`src/rtl/layer_address_sequencer.sv`:
```
// Address sequencer for one fully-connected layer pass.
// For each output neuron j it walks terms i = 0..T-1 (T = n_in + bias_en),
// presenting the weight/input/output addresses for every term on a
// valid/ready handshake, with a write strobe on the last term of a neuron.
//
// Ports:
//   clk, reset              clock, asynchronous active-low reset
//   start, abort            begin a pass (IDLE only), cancel a running pass
//   n_in, n_out, bias_en    layer shape, latched on the accepted start
//   w_base, x_base, y_base  weight / input-neuron / output-neuron bases
//   addr_ready              consumer accepts the current address set
//   addr_valid              address set valid (RUN)
//   w_addr, x_addr, y_addr  current addresses
//   first, last, is_bias    term flags for the current neuron
//   y_we                    output-neuron write strobe (combinational)
//   busy, done              pass in progress, one-cycle completion pulse
module layer_address_sequencer #(
  parameter int unsigned AW = 8,
  parameter int unsigned CW = 8
) (
  input  logic          clk,
  input  logic          reset,
  input  logic          start,
  input  logic          abort,
  input  logic [CW-1:0] n_in,
  input  logic [CW-1:0] n_out,
  input  logic          bias_en,
  input  logic [AW-1:0] w_base,
  input  logic [AW-1:0] x_base,
  input  logic [AW-1:0] y_base,
  input  logic          addr_ready,
  output logic          addr_valid,
  output logic [AW-1:0] w_addr,
  output logic [AW-1:0] x_addr,
  output logic [AW-1:0] y_addr,
  output logic          first,
  output logic          last,
  output logic          is_bias,
  output logic          y_we,
  output logic          busy,
  output logic          done
);

  // Counters are one bit wider than the counts so n up to 2^CW-1 never overflows.
  localparam int unsigned TW = CW + 1;

  localparam logic [1:0] IDLE = 2'd0;
  localparam logic [1:0] RUN  = 2'd1;
  localparam logic [1:0] DONE = 2'd2;

  logic [1:0]    state_q,   state_d;
  logic [CW-1:0] n_in_q,    n_in_d;
  logic [CW-1:0] n_out_q,   n_out_d;
  logic          bias_q,    bias_d;
  logic [AW-1:0] w_base_q,  w_base_d;
  logic [AW-1:0] x_base_q,  x_base_d;
  logic [AW-1:0] y_base_q,  y_base_d;
  logic [TW-1:0] i_q,       i_d;
  logic [TW-1:0] j_q,       j_d;
  logic [AW-1:0] k_q,       k_d;
  logic [AW-1:0] w_addr_q,  w_addr_d;
  logic [AW-1:0] x_addr_q,  x_addr_d;
  logic [AW-1:0] y_addr_q,  y_addr_d;
  logic          first_q,   first_d;
  logic          last_q,    last_d;
  logic          is_bias_q, is_bias_d;

  logic          in_run;
  logic          xfer;
  logic          accept;
  logic [TW-1:0] t_in;
  logic [TW-1:0] t_d;

  // Handshake qualifiers; abort wins over a simultaneous transfer.
  assign in_run = (state_q == RUN);
  assign xfer   = in_run & addr_ready & ~abort;
  assign accept = (state_q == IDLE) & start;
  assign t_in   = TW'(n_in) + TW'(bias_en);

  // Next-state, counter and output-register computation.
  always_comb begin
    state_d   = state_q;
    n_in_d    = n_in_q;
    n_out_d   = n_out_q;
    bias_d    = bias_q;
    w_base_d  = w_base_q;
    x_base_d  = x_base_q;
    y_base_d  = y_base_q;
    i_d       = i_q;
    j_d       = j_q;
    k_d       = k_q;
    w_addr_d  = w_addr_q;
    x_addr_d  = x_addr_q;
    y_addr_d  = y_addr_q;
    first_d   = first_q;
    last_d    = last_q;
    is_bias_d = is_bias_q;
    t_d       = TW'(0);

    case (state_q)
      IDLE: begin
        if (start) begin
          n_in_d   = n_in;
          n_out_d  = n_out;
          bias_d   = bias_en;
          w_base_d = w_base;
          x_base_d = x_base;
          y_base_d = y_base;
          i_d      = TW'(0);
          j_d      = TW'(0);
          k_d      = AW'(0);
          // An empty pass skips RUN entirely but still reports completion.
          if ((t_in == TW'(0)) || (n_out == CW'(0))) begin
            state_d = DONE;
          end else begin
            state_d = RUN;
          end
        end
      end
      RUN: begin
        if (abort) begin
          state_d = IDLE;
        end else if (addr_ready) begin
          k_d = k_q + AW'(1);
          if (last_q) begin
            i_d = TW'(0);
            j_d = j_q + TW'(1);
            if (j_q == (TW'(n_out_q) - TW'(1))) begin
              state_d = DONE;
            end
          end else begin
            i_d = i_q + TW'(1);
          end
        end
      end
      DONE: begin
        state_d = IDLE;
      end
      default: begin
        state_d = IDLE;
      end
    endcase

    // Outputs are registered copies of base + counter, refreshed only when
    // the counters move, so they hold through stalls and after a pass.
    if (accept || xfer) begin
      t_d       = TW'(n_in_d) + TW'(bias_d);
      w_addr_d  = w_base_d + k_d;
      x_addr_d  = x_base_d + AW'(i_d);
      y_addr_d  = y_base_d + AW'(j_d);
      first_d   = (i_d == TW'(0));
      last_d    = (i_d == (t_d - TW'(1)));
      is_bias_d = bias_d & (i_d == TW'(n_in_d));
    end
  end

  // State and datapath registers.
  always_ff @(posedge clk or negedge reset) begin
    if (!reset) begin
      state_q   <= IDLE;
      n_in_q    <= '0;
      n_out_q   <= '0;
      bias_q    <= 1'b0;
      w_base_q  <= '0;
      x_base_q  <= '0;
      y_base_q  <= '0;
      i_q       <= '0;
      j_q       <= '0;
      k_q       <= '0;
      w_addr_q  <= '0;
      x_addr_q  <= '0;
      y_addr_q  <= '0;
      first_q   <= 1'b0;
      last_q    <= 1'b0;
      is_bias_q <= 1'b0;
    end else begin
      state_q   <= state_d;
      n_in_q    <= n_in_d;
      n_out_q   <= n_out_d;
      bias_q    <= bias_d;
      w_base_q  <= w_base_d;
      x_base_q  <= x_base_d;
      y_base_q  <= y_base_d;
      i_q       <= i_d;
      j_q       <= j_d;
      k_q       <= k_d;
      w_addr_q  <= w_addr_d;
      x_addr_q  <= x_addr_d;
      y_addr_q  <= y_addr_d;
      first_q   <= first_d;
      last_q    <= last_d;
      is_bias_q <= is_bias_d;
    end
  end

  assign addr_valid = in_run;
  assign busy       = in_run;
  assign done       = (state_q == DONE);
  assign w_addr     = w_addr_q;
  assign x_addr     = x_addr_q;
  assign y_addr     = y_addr_q;
  assign first      = first_q;
  assign last       = last_q;
  assign is_bias    = is_bias_q;
  // Write strobe accompanies the final term of a neuron in the same cycle.
  assign y_we       = xfer & last_q;

endmodule

```
`config.mk`:
```
export PLATFORM = sky130hd
export DESIGN_NAME = layer_address_sequencer
export DESIGN_NICKNAME = d
export VERILOG_FILES = /design/src/rtl/layer_address_sequencer.sv
export SDC_FILE = /design/constraint.sdc
export NUM_CORES = 1
export LEC_CHECK = 0
export ABC_AREA = 1
export CAP_MARGIN = 20
export CORE_ASPECT_RATIO = 0.6
export CORE_UTILIZATION = 45
export CTS_CLUSTER_DIAMETER = 60
export CTS_CLUSTER_SIZE = 25
export DETAILED_ROUTE_END_ITERATION = 10
export GPL_TIMING_DRIVEN = 0
export PLACE_DENSITY_LB_ADDON = 0.12
export SLEW_MARGIN = 20
export SYNTH_ARGS = -nofsm -noshare
export SYNTH_HDL_FRONTEND = slang
export SYNTH_SLANG_ARGS = --single-unit
```
`constraint.sdc`:
```
create_clock -name clk -period 6.4 [get_ports clk]
set_clock_uncertainty 0.2 [all_clocks]
set_input_delay 0.64 -clock clk [delete_from_list [all_inputs] [get_ports clk]]
set_output_delay 0.64 -clock clk [all_outputs]
set_load 0.02 [all_outputs]
```
---- Word-level counts from Yosys, hierarchy flattened ----
Cells that the tools add are included.
word-level totals
  word-level logic and storage cells ...... 86
  output and inout port bits .............. 31
  flip-flop bits (word level) ............. 96
operators by class
  equality and inequality tests ........... 12
  mux-type cells .......................... 31
  reduce and logical (&&, ||, !) cells .... 10
  bitwise operators ....................... 6
  add/subtract/negate cells ............... 10
operator list
  operator                                          count
  two-way mux 8 bit                                 11
  two-way mux 9 bit                                 8
  case mux 9 bit (2 select lines)                   2
  adder 8 bit                                       3
  adder 8 x 1 -> 9 bit                              2
  adder 9 x 1 -> 9 bit, second input constant       2
  == test 9 bit                                     2
  zero test 9 bit                                   2
  case mux 8 bit (2 select lines)                   1
  two-way mux 2 bit                                 6
  == test 9 x 8 -> 1 bit                            1
  subtractor 8 x 1 -> 9 bit, second input constant  1
  subtractor 9 x 1 -> 9 bit, second input constant  1
  adder 8 x 1 -> 8 bit, second input constant       1
  zero test 8 bit                                   1
  != test 2 bit, second input constant              4
  != test 3 bit, second input constant              2
  bitwise AND 1 bit                                 5
  AND reduction 5 bit                               1
  case mux 2 bit (2 select lines)                   1
  AND reduction 4 bit                               1
  != test 3 x 2 -> 1 bit, second input constant     1
  == test 2 x 1 -> 1 bit, second input constant     1
  == test 2 bit, second input constant              1
  other kinds (6)                                   8

---- Longest topological paths before layout ----
  depth after elaboration ................. 7
  gate-level depth with buffers ........... 20
  gate-level depth less buffers ........... 20

---- Worst setup path after synthesis ----
No wires, ideal clock.
  kind .................................... in2reg
  start point ............................. input port start
  end point ............................... register x_addr_q[6] (netlist: x_addr[6])
  path buffers ............................ 3
  slack ................................... 3.426 ns
  arrival time ............................ 2.657 ns
  required time ........................... 6.083 ns
  stages .................................. 18
  path through ............................ nand2_4 > buf_6 > buf_2 > buf_1 > nand2_1 > nand2_1 > ha_1 > inv_1 > fa_1 > nor2_1 > o21ai_0 > nand2_1 > nand2_1 > nand2_1 > a21oi_1 > xnor2_1 > nand2_1 > nand2_1
between the ends
  cells in the longest elaborated chain, start to end .. 3
  elaborated cells on any way between the ends .. 7
ends and longest elaborated chain
  item                  line  RTL
  start, declared       23    input logic start,
  two-way mux 8 bit     102   if (start) begin
  two-way mux 8 bit     100   case (state_q)
  via x_base_d[0]       56    logic [AW-1:0] x_base_q, x_base_d;
  adder 8 bit           149   x_addr_d = x_base_d + AW'(i_d);
  end signal, assigned  188   x_addr_q <= x_addr_d;
  end, declared         62    logic [AW-1:0] x_addr_q, x_addr_d;
The timed path passes the listed nets, and every way through them passes these cells.
A chain may end at the register's enable or synchronous reset.

---- Worst setup path in the final report ----
  start point ............................. input port start
  end point ............................... register x_addr_q[5] (netlist: x_addr[5])
Same word-level chain as after synthesis.

==> results by group <==
STA
  • Setup violators final: 0
  • Sum Neg Setup Slack: 0 ns
  • Hold Fails Final Rpt: 0
  • Measured slew at the worst slew-check pin: 0.695 ns
  • Fin crit share: 60.9%
  • Fin crit period: 3.90 ns
  • Fmax achieved: 0.256 GHz
  • RSZ-0062 raised after global routing: no
  • Max Slew Vio Count: 0
  • Slew margin rel.: between 50 and 60%

Pwr
  • Sequential group share of total power: roughly 32%
  • Combinational Power Share: a little under half
  • Total power: 2.87 mW
  • Max VDD drop: 0.169 mV
  • Clock power frac: a little over a fifth
  • Net load switching power: around 1.2 mW
  • Leak: 3.56 nW
  • Net Sw Frac: 40.8%
  • PwrDens: about 400 mW/mm^2
  • Int Pwr: 1.70 mW

Critical path
  • CP max FO: 10
  • CP startpoint kind: primary input
  • Crit Path Class: primary input to flop
  • Req. time, crit path: 6.41 ns
  • Crit-path cells: clkdlybuf4s50_1, nand2_4, inv_2, buf_2, clkbuf_1, nand2_1, nand2_1, ha_1, a21o_1, a31oi_1, o21ai_0, nand2_1, nand2_1, xnor2_1, o21ai_0
  • CP arrival: 3.91 ns
  • Crit path largest cell delay: 0.57 ns
  • WP buf/inv: 4
  • Critical path's top delay family: buffers and inverters
  • Crit path top cell by count: nand2_1
  • Slowest-stage cell, CP: clkbuf_1
  • Crit end category: flop

Layout
  • Area growth syn-to-layout: 23.1%
  • Share of cells above drive strength 1: 6.51%
  • Most frequent cells in the layout: nand2_1, dfrtp_1, inv_1, clkdlybuf4s50_1, nand3_1
  • Post-Layout Cell Count: 1040
  • Inserted Diodes: 0
  • Fillers: between 1000 and 1500
  • Commonest non-fill, non-tap cell in the layout: nand2_1
  • Fin nets: 949
  • Final core occ: 58.1%

Die
  • Core area: roughly 0.012 sq mm
  • Vert. Die Dim: 90.3 um
  • Overall die width: approximately 150 um
  • Placement row count: 31
  • Ports: 77
  • Starting density of the core: 47.2%
  • Die area: 0.0135 sq mm

Place
  • Post-DP HPWL: 12200 um
  • Placed Cells: about 1000
  • # port buffers: 76
  • Gpl congestion: 0.889

Logic synthesis
  • Synthesized area: 0.00584 sq mm
  • Synth Register Bits: 96
  • Area leader, netlist: dfrtp_1
  • Synth top area share: between 40 and 50%
  • Async S/R FF share, synth: 100%
  • Number of synthesized flops with an enable pin: 0
  • Synth Flop Type: dfrtp_1
  • Post-synthesis sequential area ratio: 41.1%
  • Cells after synthesis: ~780
  • Synth warn: 0
  • Library cells used by synthesis: 40
  • Avg Cell Area, Syn: 7.48 sq um
  • Syn Nets: 860
  • Most area-consuming cells after synthesis: dfrtp_1, nand2_1, ha_1

Detailed routing
  • Vias: 5430
  • Final antenna-violating net count: 0
  • 1st-iter DRT viols: approximately 360
  • DR vias/cell: about 5.2
  • Drt drc: 0
  • Total Wirelength: 16000 um
  • Drt wl/cell: 15.4 um
  • First-pass DRT Iterations: 4

Flow run
  • Max_cap viols: 0

Clock network
  • Clk_lat worst skew: approximately 0.34 ns
  • Clk buf depth: 2
  • CTS sink count: 96
  • CTS H-tree lvls: 3
  • Setup Buffers After CTS: 0
  • TritonCTS clock tree: built
  • CTS Root Cell: clkbuf_16
  • Worst-path clk slew: 0.07 ns
  • Inserted Clock Buffers: 9

Worst hold path
  • Class of the worst hold path: flop to flop

Run status
  • Status: complete, no violations

Global route
  • First-pass GRT wire length: 25900 um
  • Antenna violations before repair: 0
  • Pin count of the biggest net entering global routing: between 60 and 70
  • Number of global-route vias before repair: 5056
  • Global-route usage over all layers: 24.8%
  • Total gr overflow: 0
[cell families (layout without fill, tap and decap cells)]
kind of cell / after synthesis / in the layout / share of synthesized area (%)
AND/OR/NAND/NOR: 423 / 423 / 31.3
flip-flops: 96 / 96 / 41.1
AO/OA/AOI/OAI: 102 / 102 / 9.59
adder cells (fa/ha/maj): 33 / 33 / 7.45
XOR/XNOR: 25 / 25 / 3.75
buffers and inverters: 102 / 196 / 6.85
[synth_stat cells, types with 4 or more instances]
cell type,count
nand3b_1,5
nand4_1,9
xnor2_1,9
ha_1,30
nand2_1,257
nor3_1,12
or2_2,4
inv_2,5
nand3_1,66
o21ai_1,4
clkbuf_1,6
o21ai_0,54
xor2_1,16
a21oi_1,24
dfrtp_1,96
o21ai_2,5
nor2_1,45
a31oi_1,5
buf_2,5
inv_1,82
nor2_2,4
nand2_2,8
[path summary, 6_finish.rpt]
path	start	to	slack, ns	cells past startpoint
hold / removal	x_base_q[2]	x_base_q[2]	0.29	2
setup reg to reg	state_q[0]	x_addr[5]	2.71	15
min in group asynchronous	reset	w_base_q[4]	0.56	2
max in group asynchronous	reset	x_addr[6]	4.83	3
hold reg to reg	x_base_q[2]	x_base_q[2]	0.29	2
setup / recovery	start	x_addr[5]	2.50	15
[sequential cells by signal, summed over array words and instances (netlist names), 2 cells and up]
name / cells
y_base_q: 8
w_addr: 8
n_in_q: 8
n_out_q: 8
k_q: 8
x_addr: 8
y_addr: 8
i_q: 9
x_base_q: 8
w_base_q: 8
j_q: 9
state_q: 2
[final cells by class]
| class | instances | area (sq um) | share of cell area (%) |
|---|---|---|---|
| plain buffers | 15 | 73.8 | 1.03 |
| clock buffers | 9 | 225 | 3.13 |
| clock inverters | 7 | 119 | 1.65 |
| inverters | 87 | 327 | 4.54 |
| multi-input cells | 583 | 3040 | 42.3 |
| flip-flops and latches | 96 | 2400 | 33.4 |
| well taps | 165 | 206 | 2.87 |
| repair buffers | 78 | 800 | 11.1 |
[through the flow]
| step | setup WS, ns | hold slack, ns | cell area, sq um |
|---|---|---|---|
| floorplan | 3.43 | 0.144 | 5840 |
| global placement | 0.863 | 0.268 | 6810 |
| detailed placement | 2.18 | 0.273 | 6840 |
| CTS | 2.54 | 0.289 | 7190 |
| global route | 2.25 | 0.306 | 7190 |
| finish | 2.50 | 0.287 | 7190 |
[metal layers]
metal	routed length [um]	vias up	part of all wire [%]	global-route usage (%)
li1	-	2695	-	-
met3	1030	18	6.4	4.90
met1	7810	2537	49	37.1
met5	0	-	0	0
met2	6980	180	44	36.9
met4	161	0	1.0	5.19
[worst register-to-register path, delay by kind of cell (launching register included)]
kind	cells	cell delay, ns
AO/OA/AOI/OAI	4	0.70
XOR/XNOR	1	0.20
adder cells (fa/ha/maj)	1	0.28
buffers and inverters	3	1.02
flip-flops	1	0.46
AND/OR/NAND/NOR	6	0.72
[power groups by stage]
stage	clock [mW]	combinational (mW)	sequential, mW
CTS	0.633	1.32	0.924
global route	0.657	1.47	0.946
finish	0.626	1.32	0.924
global placement	0	1.28	0.928
detailed placement	0	1.31	0.933
floorplan	0	0.768	1.00
[repair_timing]
| item | in CTS | in global routing |
|---|---|---|
| hold endpoints to repair | 9 | 0 |
| endpoints found under the setup margin | 0 | 0 |
| resized for setup | 0 | 0 |
| hold buffers | 1 | 0 |
No activity file was read; power rests on OpenSTA's default activity.
